[src/rtl/ex_m_pipe_stage.sv]
// rtl/ex_m_pipe_stage.sv - EX->M pipeline register with valid/ready handshake, optional skid entry and flush
module ex_m_pipe_stage #(
  parameter int DATA_W = 171,
  parameter int CTRL_W = 7,
  parameter int SKID   = 1,
  parameter int CNT_W  = 16
) (
  input  logic              clk,
  input  logic              rst_n,
  input  logic              flush,
  input  logic              in_valid,
  output logic              in_ready,
  input  logic [DATA_W-1:0] in_data,
  input  logic [CTRL_W-1:0] in_ctrl,
  output logic              out_valid,
  input  logic              out_ready,
  output logic [DATA_W-1:0] out_data,
  output logic [CTRL_W-1:0] out_ctrl,
  input  logic              stall_clr,
  output logic [CNT_W-1:0]  stall_cnt
);

  logic              valid_q;
  logic [DATA_W-1:0] data_q;
  logic [CTRL_W-1:0] ctrl_q;
  logic [CNT_W-1:0]  cnt_q;
  logic              accept;
  logic              emit;

  assign accept = in_valid & in_ready;
  assign emit   = valid_q & out_ready;

  generate
    if (SKID != 0) begin : g_skid
      typedef enum logic [1:0] {ST_EMPTY, ST_FULL, ST_SKID} state_t;

      state_t            state;
      logic              ready_q;
      logic [DATA_W-1:0] skid_data;
      logic [CTRL_W-1:0] skid_ctrl;

      // Ready is registered: it drops only once the skid entry is occupied.
      assign in_ready = ready_q;

      // Main/skid occupancy FSM; flush kills everything held and incoming.
      always_ff @(posedge clk or negedge rst_n) begin
        if (!rst_n) begin
          state     <= ST_EMPTY;
          valid_q   <= 1'b0;
          ready_q   <= 1'b1;
          data_q    <= '0;
          ctrl_q    <= '0;
          skid_data <= '0;
          skid_ctrl <= '0;
        end else if (flush) begin
          state   <= ST_EMPTY;
          valid_q <= 1'b0;
          ready_q <= 1'b1;
        end else begin
          case (state)
            ST_EMPTY: begin
              if (accept) begin
                data_q  <= in_data;
                ctrl_q  <= in_ctrl;
                valid_q <= 1'b1;
                state   <= ST_FULL;
              end
            end
            ST_FULL: begin
              if (accept && emit) begin
                data_q <= in_data;
                ctrl_q <= in_ctrl;
              end else if (accept) begin
                skid_data <= in_data;
                skid_ctrl <= in_ctrl;
                ready_q   <= 1'b0;
                state     <= ST_SKID;
              end else if (emit) begin
                valid_q <= 1'b0;
                state   <= ST_EMPTY;
              end
            end
            ST_SKID: begin
              if (emit) begin
                data_q  <= skid_data;
                ctrl_q  <= skid_ctrl;
                ready_q <= 1'b1;
                state   <= ST_FULL;
              end
            end
            default: begin
              state   <= ST_EMPTY;
              valid_q <= 1'b0;
              ready_q <= 1'b1;
            end
          endcase
        end
      end
    end else begin : g_single
      // Single entry: accept whenever the held beat leaves (or there is none).
      assign in_ready = out_ready | ~valid_q;

      // Single-entry register; flush discards the incoming beat.
      always_ff @(posedge clk or negedge rst_n) begin
        if (!rst_n) begin
          valid_q <= 1'b0;
          data_q  <= '0;
          ctrl_q  <= '0;
        end else if (flush) begin
          valid_q <= 1'b0;
        end else if (accept) begin
          data_q  <= in_data;
          ctrl_q  <= in_ctrl;
          valid_q <= 1'b1;
        end else if (emit) begin
          valid_q <= 1'b0;
        end
      end
    end
  endgenerate

  // Saturating back-pressure counter; clear wins over increment.
  always_ff @(posedge clk or negedge rst_n) begin
    if (!rst_n) begin
      cnt_q <= '0;
    end else if (stall_clr) begin
      cnt_q <= '0;
    end else if (valid_q && !out_ready && (cnt_q != '1)) begin
      cnt_q <= cnt_q + {{(CNT_W-1){1'b0}}, 1'b1};
    end
  end

  assign out_valid = valid_q;
  assign out_data  = data_q;
  assign out_ctrl  = valid_q ? ctrl_q : '0;
  assign stall_cnt = cnt_q;

endmodule

[config.mk]
export PLATFORM = sky130hd
export DESIGN_NAME = ex_m_pipe_stage
export DESIGN_NICKNAME = d
export VERILOG_FILES = /design/src/rtl/ex_m_pipe_stage.sv
export SDC_FILE = /design/constraint.sdc
export NUM_CORES = 1
export LEC_CHECK = 0
export ABC_AREA = 1
export BUFFER_PORTS_ARGS = -buffer_cell sky130_fd_sc_hd__clkbuf_2
export CAP_MARGIN = 20
export CELL_PAD_IN_SITES_DETAIL_PLACEMENT = 0
export CELL_PAD_IN_SITES_GLOBAL_PLACEMENT = 1
export CORE_UTILIZATION = 36
export DETAILED_ROUTE_END_ITERATION = 10
export PLACE_DENSITY_LB_ADDON = 0.2
export SYNTH_ARGS = -nofsm -noshare
export SYNTH_HDL_FRONTEND = slang
export SYNTH_SLANG_ARGS = --single-unit
[constraint.sdc]
create_clock -name clk -period 1.5 [get_ports clk]
set_input_delay 0.45 -clock clk [delete_from_list [all_inputs] [get_ports clk]]
set_output_delay 0.45 -clock clk [all_outputs]
set_load 0.005 [all_outputs]
==> results.ini, run 1 <==
[job]
maxCapViolations=0

[worst_setup_path]
path_class=reg2out
worst-path-max-fanout=8
timing.critical_path.required_ns=1.05
critPathArrivalTime_ns=1.37
critPathCaptureType=output port
worstSetupStartpointType=flop

[yosys]
synth.ff_latch_count=376
post_synth_instance_area_mm2=0.0162
mappedNetlistNets=2117
syn-mean-instance-area_um2=8.36
syn_inst=1932
register_area_share_after_synthesis_pct=58.2
yosysWarnings=0
yosysUniqueCellTypes=25

[power_and_ir_drop]
power.total_uw=46800
vdd_ir_drop_max_v=0.000974
powerDensity_mw_per_mm2=1700
power_leakage_uw=0.0140

[final_layout]
commonest_non_fill_non_tap_cell_in_the_layout=sky130_fd_sc_hd__dfrtp_1
layout-drive-gt1-share_pct=50.2
most-common-layout-cells=sky130_fd_sc_hd__dfrtp_1 (370), sky130_fd_sc_hd__clkbuf_2 (356), sky130_fd_sc_hd__nand2_1 (313)
final_core_utilization_pct=62.2
final_net_count=2807
syn2layout_area_growth_pct=70.1

[grt]
first_global_vias=14600
grt_start_max_net_pins=101
antenna_found_initial=4
grt_remaining_overflow=0
gr-usage-met2_pct=35.6
global_route_wire_length_before_repair_um=80600
globalRoute.busiestLayer=met2
grt.met1_usage_pct=31.7
grt_use_total_pct=22.7
gr-usage-met3_pct=4.67

[die]
core-area_mm2=0.0442
die_width_um=214
die_h_um=214
fp.dieArea_mm2=0.0457
initial_utilization_pct=36.5
floorplan.rows=77
top_level_ports=380

[clocking]
worstSkewPairLatency_ns=0.56
clock_tree.htree_level_count=2
ctsLongestPathBuffers=3
numCtsBuffers=43
tritoncts_clock_tree=done
cts_sinks=376
clkTransAtPathRegs_ns=0.06
cts.root.buffer_cell=sky130_fd_sc_hd__clkbuf_16

[detailed_routing]
routed_wire_length_per_instance_um=17.7
viasPerCell=4.89
postRouteWirelength_um=57500
ant_nets=0
num_vias=15900
initialDrtViolationCount=972
detail_route.drc_violations=0
firstDrtPassIters=5

[timing]
finalWorstPathRequiredPeriod_ns=1.82
setup_ws_ns=-0.318
maxClockFrequency_mhz=550
setup_viol_count_final=520
timing.final.hold_violations=0
finalMaxSlewViolations=0
final.period_utilization_pct=121
slew_headroom_pct=69.6
max_slew.worst_pin.slew_ns=0.451
skew_ns=0.0157
rsz_0062_raised_after_global_routing=yes

[placed_design]
dp_hpwl_um=31600
finalWeightedCongestion=0.794
io_buffers=379

[hold_path]
min-delay-path-class=in2reg

[outcome]
outcome=complete, but fails checks
failed_checks=setup timing

==> cell families after synthesis <==
family	share of synthesized area, %
flip-flops	58.2
adder cells (fa/ha/maj)	0.0774
buffers and inverters	8.40
AO/OA/AOI/OAI	17.1
XOR/XNOR	0.434
AND/OR/NAND/NOR	15.8
==> path summary, 6_finish.rpt <==
| check | from | endpoint | depth (start not counted) | slack [ns] |
|---|---|---|---|---|
| hold reg to reg | g_skid.skid_data[93]$_DFFE_PN0P_ | g_skid.skid_data[93]$_DFFE_PN0P_ | 2 | 0.48 |
| setup / recovery | out_valid$_DFFE_PN0P_ | out_valid | 3 | -0.32 |
| hold / removal | in_data[23] | g_skid.skid_data[23]$_DFFE_PN0P_ | 3 | 0.11 |
| max in group asynchronous | rst_n | g_skid.skid_data[26]$_DFFE_PN0P_ | 4 | 0.46 |
| min in group asynchronous | rst_n | g_skid.skid_data[28]$_DFFE_PN0P_ | 2 | 0.34 |
| setup reg to reg | in_ready$_DFFE_PN1P_ | g_skid.skid_data[157]$_DFFE_PN0P_ | 12 | -0.30 |
==> cell type report <==
class / count / area (um^2)
Fill cell: 3617 / 16700
Sequential cell: 376 / 9420
Timing Repair Buffer: 763 / 7540
Multi-Input combinational cell: 1224 / 7510
Clock buffer: 67 / 1320
Inverter: 213 / 831
Tap cell: 592 / 741
Clock inverter: 9 / 97.6
Timing Repair inverter: 1 / 20.0
Antenna cell: 3 / 7.51
==> registers in the layout, indices dropped and copies added, names as in the netlist <==
name              cells
ctrl_q                7
g_skid.skid_ctrl      7
g_skid.skid_data    171
g_skid.state          2
in_ready              1
out_data            171
out_valid             1
stall_cnt            16
==> Yosys cell counts <==
cell type | number | share of area (%)
sky130_fd_sc_hd__nand3b_1 | 1 | 0.046
sky130_fd_sc_hd__nand2_1 | 607 | 14
sky130_fd_sc_hd__buf_1 | 3 | 0.070
sky130_fd_sc_hd__dfrtp_1 | 375 | 58
sky130_fd_sc_hd__buf_4 | 7 | 0.33
sky130_fd_sc_hd__buf_2 | 68 | 2.1
sky130_fd_sc_hd__dfstp_2 | 1 | 0.16
sky130_fd_sc_hd__ha_1 | 1 | 0.077
sky130_fd_sc_hd__o21ai_0 | 378 | 12
sky130_fd_sc_hd__nand4_1 | 2 | 0.077
sky130_fd_sc_hd__nor2_2 | 2 | 0.077
sky130_fd_sc_hd__o21ai_2 | 1 | 0.054
sky130_fd_sc_hd__inv_1 | 210 | 4.9
sky130_fd_sc_hd__clkbuf_1 | 41 | 0.95
sky130_fd_sc_hd__o211ai_1 | 1 | 0.046
sky130_fd_sc_hd__xor2_1 | 7 | 0.38
sky130_fd_sc_hd__nor2_1 | 25 | 0.58
sky130_fd_sc_hd__nand3_1 | 25 | 0.77
sky130_fd_sc_hd__nand2_2 | 1 | 0.039
sky130_fd_sc_hd__nor3_1 | 1 | 0.031
sky130_fd_sc_hd__o21ai_1 | 169 | 5.2
sky130_fd_sc_hd__inv_2 | 3 | 0.070
sky130_fd_sc_hd__or2_2 | 1 | 0.039
sky130_fd_sc_hd__a22oi_1 | 1 | 0.046
sky130_fd_sc_hd__xnor2_1 | 1 | 0.054
==> where the power goes <==
group	switching (uW)	internal [uW]	leakage, uW	total, uW
logic	8740	9980	0.00862	18700
registers	2630	14800	0.00464	17500
clock network	4270	6360	0.000699	10600
total	15600	31200	0.0140	46800
==> stage by stage <==
stage / cell area (um^2) / hold slack (ns) / worst slack, ns / TNS, ns / cells
3_5_place_dp: 19500 / 0.321 / -0.330 / -92.00 / 2893
5_1_grt: 27500 / 0.104 / -0.376 / -120.57 / 3247
3_3_place_gp: 19500 / 0.322 / -0.294 / -78.71 / 2893
2_1_floorplan: 16200 / 0.154 / 0.00919 / 0 / 1932
4_1_cts: 23900 / 0.0764 / -0.357 / -107.18 / 3091
6_report: 27500 / 0.113 / -0.318 / -87.49 / 3248
==> routing by layer <==
metal,share of wire [%],wire length (um),up-vias
met2,48,27600,426
met3,6.2,3570,81
met1,44,25100,7779
met4,2.1,1180,2
met5,0.021,12,-
li1,-,-,7592
==> what timing repair did <==
item	in CTS	in global routing
endpoints found under the setup margin	555	570
hold buffers	1	0
endpoints found under the hold margin	30	0
cloned	51	41
resized for setup	343	694
setup buffers	74	137
pin swaps	7	35
==> critical path, cell delays in order (launching register included) <==
cell,delay [ns]
sky130_fd_sc_hd__dfrtp_1,0.42
sky130_fd_sc_hd__buf_12,0.17
sky130_fd_sc_hd__buf_6,0.12
sky130_fd_sc_hd__clkbuf_2,0.10
Power figures use the tool's default switching activity.
==> run 2: changes to the inputs <==
--- a/config.mk
+++ b/config.mk
@@ -13,6 +13,7 @@
 export CORE_UTILIZATION = 36
 export DETAILED_ROUTE_END_ITERATION = 10
 export PLACE_DENSITY_LB_ADDON = 0.2
+export REMOVE_ABC_BUFFERS = 1
 export SYNTH_ARGS = -nofsm -noshare
 export SYNTH_HDL_FRONTEND = slang
 export SYNTH_SLANG_ARGS = --single-unit
==> run 2 against run 1 <==
Compared with the run above:
- the flow still finishes with violations (setup timing)
- non-clock buffer count down 144
- die area stayed put
- via count shrank 3.0%
- worst hold slack worse by 0.0022 ns
- final area decreased by 5.1%
- worst setup slack lost 0.020 ns
- clock-buffer cell count fell by 2
- global-route usage rose by 1.2 points
==> results.ini, run 2 (synthesized netlist as in run 1, its figures left out) <==
[worst_setup_path]
path_class=reg2reg
worst-path-max-fanout=8  ; unchanged
critPathArrivalTime_ns=2.28  ; +0.91 ns
timing.critical_path.required_ns=1.94  ; +0.89 ns
worstSetupStartpointType=flop
critPathCaptureType=flop

[clocking]
cts_sinks=376  ; unchanged
numCtsBuffers=44  ; +2.3%
worstSkewPairLatency_ns=0.56  ; about the same
clkTransAtPathRegs_ns=0.06  ; about the same
tritoncts_clock_tree=done
clock_tree.htree_level_count=2  ; unchanged
cts.root.buffer_cell=sky130_fd_sc_hd__clkbuf_16
ctsLongestPathBuffers=3  ; unchanged

[placed_design]
io_buffers=379  ; unchanged
finalWeightedCongestion=0.815  ; +2.6%
post_dp_cell_area_mm2=0.0193  ; -1.3%
post-place-ws_ns=-0.357  ; -0.0268 ns
dp_hpwl_um=30600  ; -3.0%

[final_layout]
post_layout_inst_area_mm2=0.0261  ; -5.1%
commonest_non_fill_non_tap_cell_in_the_layout=sky130_fd_sc_hd__dfrtp_1
fillerInstances=3815  ; +5.5%
syn2layout_area_growth_pct=61.4
final-seq-area_mm2=0.00942  ; about the same
layout-drive-gt1-share_pct=45.3  ; -4.9 points
most-common-layout-cells=sky130_fd_sc_hd__dfrtp_1 (368), sky130_fd_sc_hd__clkbuf_2 (367), sky130_fd_sc_hd__nand2_1 (364)
multiInputGateArea_mm2=0.00732  ; -2.5%
final_net_count=2666  ; -5.0%
final_core_utilization_pct=59.0  ; -3.2 points

[grt]
grt_start_max_net_pins=51  ; -50%
global_route_wire_length_before_repair_um=83300  ; +3.3%
grt_use_total_pct=23.9  ; +1.2 points
antenna_found_initial=4  ; unchanged
first_global_vias=14400  ; -1.2%
grt_remaining_overflow=0  ; unchanged

[power_and_ir_drop]
vdd_ir_drop_max_v=0.00104  ; +7.1%
powerDensity_mw_per_mm2=1730  ; +1.8%
power.total_uw=45200  ; -3.4%
power_leakage_uw=0.0130  ; -7.1%

[outcome]
outcome=complete, but fails checks
failed_checks=setup timing

[die]
core-area_mm2=0.0442  ; unchanged
fp.dieArea_mm2=0.0457  ; unchanged
initial_utilization_pct=36.5  ; unchanged
die_width_um=214  ; unchanged
floorplan.rows=77  ; unchanged
top_level_ports=380  ; unchanged
die_h_um=214  ; unchanged

[job]
maxCapViolations=0  ; unchanged

[timing]
setup_ws_ns=-0.338  ; -0.0196 ns
rsz_0062_raised_after_global_routing=yes
slew_headroom_pct=67.6  ; -2.0 points
finalWorstPathRequiredPeriod_ns=1.84  ; +0.0196 ns
max_slew.worst_pin.slew_ns=0.486  ; +0.0354 ns
skew_ns=0.0103  ; -0.00533 ns
timing.final.hold_violations=0  ; unchanged
final.period_utilization_pct=123  ; +1.3 points
finalMaxSlewViolations=0  ; unchanged
setup_viol_count_final=547  ; +5.2%
maxClockFrequency_mhz=544  ; -1.1%

[detailed_routing]
viasPerCell=4.95  ; +1.3%
ant_nets=0  ; unchanged
detail_route.drc_violations=0  ; unchanged
postRouteWirelength_um=59400  ; +3.3%
num_vias=15400  ; -3.0%
routed_wire_length_per_instance_um=19.1  ; +8.0%
initialDrtViolationCount=1047  ; +7.7%
firstDrtPassIters=5  ; unchanged

[hold_path]
min-delay-path-class=in2reg

==> run 2: metal layers <==
layer | up-vias | GRT usage, % | wire length, um
li1 | 7319 | - | -
met2 | 429 | 38.0 | 28200
met3 | 106 | 5.87 | 3970
met5 | - | 0 | 29
met1 | 7539 | 32.2 | 25500
met4 | 4 | 7.14 | 1620
==> run 2: layout make-up <==
type                    count  share of cell area (%)
well taps                 592                    2.84
flip-flops and latches    376                    36.1
inverters                 213                    3.24
repair inverters            3                   0.201
repair buffers            619                    23.6
clock buffers              65                    5.03
diodes                      2                  0.0192
multi-input cells        1224                    28.1
clock inverters            14                   0.863
==> run 2: path summary, 6_finish.rpt <==
path                                                        start                                 to  slack, ns  depth (start not counted)
worst max-delay path                         in_ready$_DFFE_PN1P_           out_data[46]$_DFFE_PN0P_      -0.34                          9
worst min-delay path                                  in_data[44]   g_skid.skid_data[44]$_DFFE_PN0P_       0.11                          3
worst max register to register               in_ready$_DFFE_PN1P_           out_data[46]$_DFFE_PN0P_      -0.34                          9
worst min register to register  g_skid.skid_data[101]$_DFFE_PN0P_  g_skid.skid_data[101]$_DFFE_PN0P_       0.48                          2
max in group asynchronous                                   rst_n               in_ready$_DFFE_PN1P_       0.49                          3
min in group asynchronous                                   rst_n   g_skid.skid_data[21]$_DFFE_PN0P_       0.42                          2
==> run 2: metrics by stage <==
stage               setup TNS (ns)  hold slack [ns]  cells
floorplan                 -1899.18            0.154   1813
global placement            -84.09            0.410   2868
detailed placement          -88.50            0.418   2868
CTS                         -85.74           0.0807   3045
global route               -111.31            0.102   3107
finish                      -81.32            0.110   3108
==> run 2: repair_timing <==
action                                 in CTS  in global routing
setup endpoints to repair                 560                571
pin swaps                                   4                 21
resized for setup                         267                662
endpoints found under the hold margin      15                  0
gates cloned                               51                 38
hold buffers                                1                  0
setup buffers                              47                 42
==> run 2: where the power goes <==
part	leakage, uW	internal, uW	switching, uW	total (uW)
registers	0.00464	14800	3090	17900
logic	0.00758	7910	7970	15900
clock network	0.000753	7060	4360	11400
==> run 2: worst max-delay path, cell delays in order, from the launching register on <==
cell and delay (ns):
sky130_fd_sc_hd__dfstp_2 0.56, sky130_fd_sc_hd__nand2_4 0.08, sky130_fd_sc_hd__a22oi_2 0.24, sky130_fd_sc_hd__o21ai_4 0.11, sky130_fd_sc_hd__buf_12 0.17, sky130_fd_sc_hd__buf_12 0.16, sky130_fd_sc_hd__buf_8 0.14, sky130_fd_sc_hd__buf_16 0.15
sky130_fd_sc_hd__nand2_2 0.06, sky130_fd_sc_hd__o21ai_2 0.05
